File: src/rtl/add_select_pkg.sv
// Shared types for the conditional-adder select scheduler: default sizes, index width helper,
// scheduler state and the {sel0, sel1, dwell} profile record.
package add_select_pkg;

    localparam int unsigned ADD_SEL_N_INPUTS   = 8;
    localparam int unsigned ADD_SEL_N_PROFILES = 4;
    localparam int unsigned ADD_SEL_DWELL_W    = 16;

    function automatic int unsigned idx_w(input int unsigned n);
        return (n > 1) ? $clog2(n) : 1;
    endfunction

    typedef enum logic [1:0] {
        StIdle,
        StPending,
        StRun
    } sched_state_e;

    typedef struct packed {
        logic [ADD_SEL_N_INPUTS-1:0] sel0;
        logic [ADD_SEL_N_INPUTS-1:0] sel1;
        logic [ADD_SEL_DWELL_W-1:0]  dwell;
    } profile_t;

endpackage

File: src/rtl/add_select_dwell_timer.sv
// Dwell counter for profile sequencing: load wins over decrement, counts down to zero and stops,
// and flags expiry on the tick that consumes the last remaining count.
module add_select_dwell_timer
    import add_select_pkg::*;
#(
    parameter int unsigned DWELL_W = ADD_SEL_DWELL_W
) (
    input  logic               clk_i,
    input  logic               rst_ni,
    input  logic               load_i,
    input  logic [DWELL_W-1:0] load_val_i,
    input  logic               dec_i,
    output logic               expire_o
);

    logic [DWELL_W-1:0] cnt_q;

    assign expire_o = dec_i && (cnt_q == DWELL_W'(1));

    always_ff @(posedge clk_i or negedge rst_ni) begin
        if (!rst_ni) begin
            cnt_q <= '0;
        end else if (load_i) begin
            cnt_q <= load_val_i;
        end else if (dec_i && (cnt_q != '0)) begin
            cnt_q <= cnt_q - DWELL_W'(1);
        end
    end

endmodule

File: src/rtl/add_select_scheduler.sv
// Shadow/active mask-profile scheduler for the conditional adder; masks only change on ticks.
// Define ADD_SELECT_SEQUENCER_EN for multi-profile dwell sequencing, else a single profile is held.
module add_select_scheduler
    import add_select_pkg::*;
#(
    parameter int unsigned N_INPUTS   = ADD_SEL_N_INPUTS,
    parameter int unsigned N_PROFILES = ADD_SEL_N_PROFILES,
    parameter int unsigned DWELL_W    = ADD_SEL_DWELL_W,
    localparam int unsigned IDX_W     = idx_w(N_PROFILES),
    localparam int unsigned CNT_W     = IDX_W + 1
) (
    input  logic                clk_i,
    input  logic                rst_ni,
    input  logic                cfg_valid_i,
    output logic                cfg_ready_o,
    input  logic [IDX_W-1:0]    cfg_idx_i,
    input  logic [N_INPUTS-1:0] cfg_sel0_i,
    input  logic [N_INPUTS-1:0] cfg_sel1_i,
    input  logic [DWELL_W-1:0]  cfg_dwell_i,
    input  logic [CNT_W-1:0]    cfg_count_i,
    input  logic                commit_i,
    input  logic                tick_i,
    output logic [N_INPUTS-1:0] add_select0_o,
    output logic [N_INPUTS-1:0] add_select1_o,
    output logic [IDX_W-1:0]    active_idx_o,
    output logic                pending_o,
    output logic                switch_o
);

`ifdef ADD_SELECT_SEQUENCER_EN
    localparam int unsigned N_ENTRIES = N_PROFILES;
`else
    localparam int unsigned N_ENTRIES = 1;
`endif

    sched_state_e state_q;
    profile_t     shadow_q [N_ENTRIES];
    profile_t     active_q [N_ENTRIES];
    profile_t     wr_entry;
    logic         switch_q;
    logic         cfg_we;
    logic         do_xfer;

    // Shadow is frozen while a commit waits, so the tick copies exactly what was committed.
    assign cfg_ready_o = rst_ni && (state_q != StPending) && !commit_i;
    assign cfg_we      = cfg_valid_i && cfg_ready_o;
    assign do_xfer     = tick_i && ((state_q == StPending) || commit_i);
    assign pending_o   = (state_q == StPending);
    assign switch_o    = switch_q;

`ifdef ADD_SELECT_SEQUENCER_EN
    logic [IDX_W-1:0]    idx_q;
    logic [IDX_W-1:0]    next_idx;
    logic [CNT_W-1:0]    count_q;
    logic [CNT_W-1:0]    count_clamped;
    logic [CNT_W-1:0]    idx_inc;
    logic [N_INPUTS-1:0] sel0_q;
    logic [N_INPUTS-1:0] sel1_q;
    logic                expire;
    logic                advance;
    logic                timer_load;
    logic                timer_dec;
    logic [DWELL_W-1:0]  timer_val;

    assign wr_entry = '{sel0: cfg_sel0_i, sel1: cfg_sel1_i, dwell: cfg_dwell_i};

    always_comb begin
        count_clamped = cfg_count_i;
        if (cfg_count_i == '0) begin
            count_clamped = CNT_W'(1);
        end else if (cfg_count_i > CNT_W'(N_PROFILES)) begin
            count_clamped = CNT_W'(N_PROFILES);
        end
        idx_inc  = {1'b0, idx_q} + CNT_W'(1);
        next_idx = (idx_inc == count_q) ? '0 : idx_inc[IDX_W-1:0];
    end

    // A one-profile sequence never switches, even when its dwell runs out.
    assign advance    = (state_q == StRun) && tick_i && !do_xfer && expire && (count_q > CNT_W'(1));
    assign timer_load = do_xfer || advance;
    assign timer_dec  = tick_i && (state_q == StRun);
    assign timer_val  = do_xfer ? shadow_q[0].dwell : active_q[next_idx].dwell;

    add_select_dwell_timer #(
        .DWELL_W(DWELL_W)
    ) u_dwell_timer (
        .clk_i     (clk_i),
        .rst_ni    (rst_ni),
        .load_i    (timer_load),
        .load_val_i(timer_val),
        .dec_i     (timer_dec),
        .expire_o  (expire)
    );

    assign add_select0_o = sel0_q;
    assign add_select1_o = sel1_q;
    assign active_idx_o  = idx_q;
`else
    logic unused_cfg;

    assign wr_entry      = '{sel0: cfg_sel0_i, sel1: cfg_sel1_i, dwell: '0};
    assign unused_cfg    = ^{cfg_idx_i, cfg_dwell_i, cfg_count_i, active_q[0].dwell};
    assign add_select0_o = active_q[0].sel0;
    assign add_select1_o = active_q[0].sel1;
    assign active_idx_o  = '0;
`endif

    always_ff @(posedge clk_i or negedge rst_ni) begin
        if (!rst_ni) begin
            state_q  <= StIdle;
            switch_q <= 1'b0;
            for (int i = 0; i < int'(N_ENTRIES); i++) begin
                shadow_q[i] <= '0;
                active_q[i] <= '0;
            end
`ifdef ADD_SELECT_SEQUENCER_EN
            idx_q   <= '0;
            count_q <= CNT_W'(1);
            sel0_q  <= '0;
            sel1_q  <= '0;
`endif
        end else begin
            switch_q <= 1'b0;
`ifdef ADD_SELECT_SEQUENCER_EN
            if (cfg_we) shadow_q[cfg_idx_i] <= wr_entry;
`else
            if (cfg_we) shadow_q[0] <= wr_entry;
`endif
            if (do_xfer) begin
                state_q  <= StRun;
                active_q <= shadow_q;
                switch_q <= 1'b1;
`ifdef ADD_SELECT_SEQUENCER_EN
                idx_q   <= '0;
                count_q <= count_clamped;
                sel0_q  <= shadow_q[0].sel0;
                sel1_q  <= shadow_q[0].sel1;
`endif
            end else if (commit_i && (state_q != StPending)) begin
                state_q <= StPending;
            end
`ifdef ADD_SELECT_SEQUENCER_EN
            else if (advance) begin
                idx_q    <= next_idx;
                sel0_q   <= active_q[next_idx].sel0;
                sel1_q   <= active_q[next_idx].sel1;
                switch_q <= 1'b1;
            end
`endif
        end
    end

endmodule

File: config.mk
export PLATFORM = sky130hd
export DESIGN_NAME = add_select_scheduler
export DESIGN_NICKNAME = d
export VERILOG_FILES = /design/src/rtl/add_select_pkg.sv /design/src/rtl/add_select_dwell_timer.sv /design/src/rtl/add_select_scheduler.sv
export SDC_FILE = /design/constraint.sdc
export NUM_CORES = 1
export LEC_CHECK = 0
export CAP_MARGIN = 40
export CORE_ASPECT_RATIO = 1.1
export CORE_MARGIN = 2
export CORE_UTILIZATION = 41
export DETAILED_ROUTE_END_ITERATION = 8
export GPL_ROUTABILITY_DRIVEN = 0
export PLACE_DENSITY = 0.77
export SLEW_MARGIN = 20
export SYNTH_ARGS = -nofsm -noshare
export SYNTH_HDL_FRONTEND = slang
export SYNTH_SLANG_ARGS = --single-unit
export TNS_END_PERCENT = 20
File: constraint.sdc
create_clock -name clk_i -period 1.9 [get_ports clk_i]
set_clock_uncertainty 0.2 [all_clocks]
set_input_delay 0.19 -clock clk_i [delete_from_list [all_inputs] [get_ports clk_i]]
set_output_delay 0.19 -clock clk_i [all_outputs]
set_load 0.01 [all_outputs]
Word-level counts from Yosys, hierarchy flattened
Cells that the tools add are included.
- eq/ne operators: 2
- mux-type cells: 3
- reductions and logical operators: 8
- operators with widths (kind ; number):
    $logic_and 1x1->1 ; 5
    $mux 2 ; 2
    $eq 2x1->1 const B ; 1
    $ne 2x1->1 const B ; 1
    $reduce_bool 2->1 ; 1
    $logic_not 1->1 ; 1
    $logic_or 1x1->1 ; 1
    $mux 1 ; 1
- register bits after elaboration: 35
- input bits: 42
- output and inout port bits: 21
- logic and storage cells: 19

Logic depth before layout (Yosys ltp)
- depth in word-level cells: 4
- depth in mapped cells: 5
- depth with buffers taken out: 3

Worst setup path after synthesis
OpenSTA, ideal clock, no wires.
- path type: reg2reg
- start point: reg state_q[0]
- end point: reg active_q (netlist bit add_select0_o[0])
- library setup time: 0.125 ns
- arrival: 1.348 ns
- data required time: 1.575 ns
- path slack: 0.228 ns
- stages on the path, launching flop included: 5
- path buffers: 1
- period minus slack after synthesis: 1.672 ns
- path through: dfrtp_1 -> nor2b_4 -> o21ai_2 -> buf_6 -> mux2_2
- longest elaborated chain between the ends: 3
- RTL lines (element ; line ; RTL):
    from (decl) ; add_select_scheduler.sv:36 ; sched_state_e state_q;
    from (signal assigned) ; add_select_scheduler.sv:110 ; state_q <= StIdle;
    from (signal assigned) ; add_select_scheduler.sv:130 ; state_q <= StRun;
    from (signal assigned) ; add_select_scheduler.sv:140 ; state_q <= StPending;
    $eq 2x1->1 ; n/a ;
    via pending_o ; add_select_scheduler.sv:26 ; output logic pending_o,
    $logic_or 1x1->1 ; add_select_scheduler.sv:47 ; assign do_xfer = tick_i && ((state_q == StPending) || commit_i);
    $logic_and 1x1->1 ; add_select_scheduler.sv:47 ;
    to (signal assigned) ; add_select_scheduler.sv:131 ; active_q <= shadow_q;
    to (decl) ; add_select_scheduler.sv:38 ; profile_t active_q [N_ENTRIES];
The timed path passes the listed nets, and every way through them passes these cells.
A chain may end at the register's enable or synchronous reset.

Final worst setup path
- start point: reg state_q[0]
- end point: out cfg_ready_o
- longest elaborated chain between the ends: 3
- RTL lines (element ; line ; RTL):
    $ne 2x1->1 ; add_select_scheduler.sv:45 ; assign cfg_ready_o = rst_ni && (state_q != StPending) && !commit_i;
    $logic_and 1x1->1 (2 in series) ; add_select_scheduler.sv:45 ;
    to (decl) ; add_select_scheduler.sv:15 ; output logic cfg_ready_o,
Every way passes these cells.

==> impl_metrics.yaml <==
power:
  power.switching_uw: 573
  p_int_uw: 1580
  leakagePower_uw: 0.000870
  power.density_nw_per_um2: 1140
  seq_power_share_pct: 50.1
  post-layout-total-power_uw: 2160
  power.share.combinational_pct: 32.2
  power.clock.fraction_pct: 17.7
  power.switching_fraction_pct: 26.5
  power.ir.vdd_worst_mv: 0.634
placement:
  dpl_worst_slack_ps: 36.6
  dp.final_hpwl_mm: 1.76
  place.port_buffers: 39
setup_path:
  critical_path_peak_fanout: 4
  critPathCaptureType: "primary output"
  startpoint_type: "flop"
  path_class: "reg2out"
  cp_cell_sequence: "nor2b_4 -> nor3b_1 -> dlygate4sd2_1"
  r2r.worst_path.cells: 4
  critPathRequiredTime_ps: 1510
  crit_path_top_delay_cell: "dfrtp_1"
  crit_arrival_ps: 1300
  cp_slowest_stage_delay_ps: 390
clock_network:
  clock-root-buffer: "clkbuf_4"
  cts_htree_levels: 2
  tritoncts: "built"
  cts_max_path_buffers: 2
  cts.sink_count: 35
  clock_latency_ps: 340
  tritoncts.num_buffers: 5
  clkTransAtPathRegs_ps: 100
  postCtsSetupBuffers: 0
timing:
  worst_slack_ps: 207
  setup-violations-final: 0
  setup_tns_ps: 0
  maxClockFrequency_mhz: 591
  grt_setup_unrepaired: "false"
  timing.final.max_slew_violations: 0
  finalCritPeriodShare_pct: 89.1
  min_period_ps: 1690
  finalHoldViolations: 0
finish:
  nFillCells: 285
  area_delta_synth_final_pct: 34.9
  multiInputGateArea_um2: 459
  num-nets-final: 171
  num_antenna_cells: 0
  layout-drive-gt1-share_pct: 35.4
  regArea_um2: 876
logic_synthesis:
  seq_cells_post_synth: 35
  ys.warnings.count: 0
  synthDistinctLibCells: 14
  synthTopCellsByArea: "dfrtp_1, mux2_2, mux2_4"
  ys_seq_area_share_pct: 62.7
  syn-instance-count: 81
  synth_area_leader_cell: "dfrtp_1"
  syn_area_um2: 1400
  post_synth.cell_area_avg_um2: 17.2
  synth_largest_type_area_fraction_pct: 62.7
grt:
  global_route_wire_length_before_repair_mm: 4.21
  grt_overflow_total: 0
  grt_max_degree: 24
  grt_pass1_vias: 905
  antenna_found_initial: 0
  gr-usage-all-layers_pct: 15.1
detailed_routing:
  post-route-drc-count: 0
  wl_per_cell_um: 15.0
  detailroute.via_count: 811
  dr.pass1.iters: 3
  initialDrtViolationCount: 28
  drt-vias-per-instance: 4.89
  postRouteWirelength_mm: 2.50
  postRouteAntennaNets: 0
floorplan:
  design.core.area_um2: 3300
  io-pin-count: 63
  die_y_um: 65.2
  fp.dieArea_um2: 3890
  fp.dieW_um: 59.6
  placementRows: 22
  initial_core_util_pct: 42.3
min_path:
  hold_path_class: "in2async"
job:
  maximum_capacitance_violations: 0
status:
  run_status: "finished clean"
==> through the flow <==
stage                     util [%]  std cells  instance area (um2)  hold slack (ps)
after floorplan                  -         82                 1400             -306
after global placement        55.2        157                 1820            -41.3
after detailed placement      55.2        157                 1820            -36.8
after CTS                     57.0        166                 1880              124
after global routing          57.0        166                 1880              134
final                         57.0        166                 1880              128
==> final cells by class <==
type                       count  share of cell area, %
clock inverter                 1                  0.266
clock buffer                   7                   2.39
sequential                    35                   46.5
multi-input combinational     40                   24.4
inverter                       2                  0.398
timing repair buffer          45                   23.7
tap                           36                   2.39
==> Yosys cell counts (all sizes together) <==
cell type and count:
nor2b 1, nand4bb 1, inv 2, o21ai 2, nor3b 1, buf 5
conb 1, mux2 32, dfrtp 35, o21a 1
==> final timing paths <==
| path | from | slack (ps) | to |
|---|---|---|---|
| setup / recovery | state_q[0] | 210 | cfg_ready_o |
| hold / removal | rst_ni | 130 | shadow_q[21] |
| setup reg to reg | state_q[1] | 270 | shadow_q[29] |
| hold reg to reg | state_q[0] | 290 | state_q[0] |
| max in group asynchronous | rst_ni | 1080 | add_select0_o[6] |
| min in group clk_i | cfg_sel1_i[4] | 250 | shadow_q[20] |
==> sequential cells by signal, summed over array words and instances, names as in the netlist <==
register,cells
shadow_q,16
add_select0_o,8
add_select1_o,8
state_q,2
switch_o,1
==> critical path, delay by kind of cell (launching register included) <==
family	cells	cell delay [ps]
flip-flops	1	390
AND/OR/NAND/NOR	2	290
buffers and inverters	1	280
==> what timing repair did <==
action | in CTS | in global routing
setup endpoints to repair | 1 | 1
endpoints found under the hold margin | 35 | 0
gates resized for setup | 1 | 1
hold buffers | 1 | 0
==> per-layer routing <==
layer,up-vias,global-route usage (%),wire length (um)
met5,-,0,0
met4,0,8.33,38
met3,4,5.31,128
met2,25,24.0,1330
met1,412,17.5,1000
li1,370,-,-
==> cells in the final DEF, fill, tap and decap left out, types with 2 or more instances in the layout <==
master	synthesis	layout
clkdlybuf4s50_1	0	36
conb_1	1	2
buf_4	2	4
clkbuf_1	0	2
clkbuf_4	0	5
mux2_2	22	22
mux2_4	10	10
inv_1	2	2
dfrtp_1	35	35
==> cell families (layout without fill, tap and decap cells) <==
logic type	count (synthesis)	after routing	synth area share [%]
compound gates	3	3	1.52
buf+inv	7	55	4.66
flops	35	35	62.7
mux	32	32	28.5
other cells	1	2	0.269
simple gates	3	3	2.33
==> power by group through the flow <==
stage	clock network (uW)	logic, uW	registers (uW)
after floorplan	0	275	1140
after global placement	0	687	1080
after detailed placement	0	702	1100
after CTS	393	707	1080
after global routing	449	749	1110
final	383	694	1080
(Power assumes the default switching activity.)
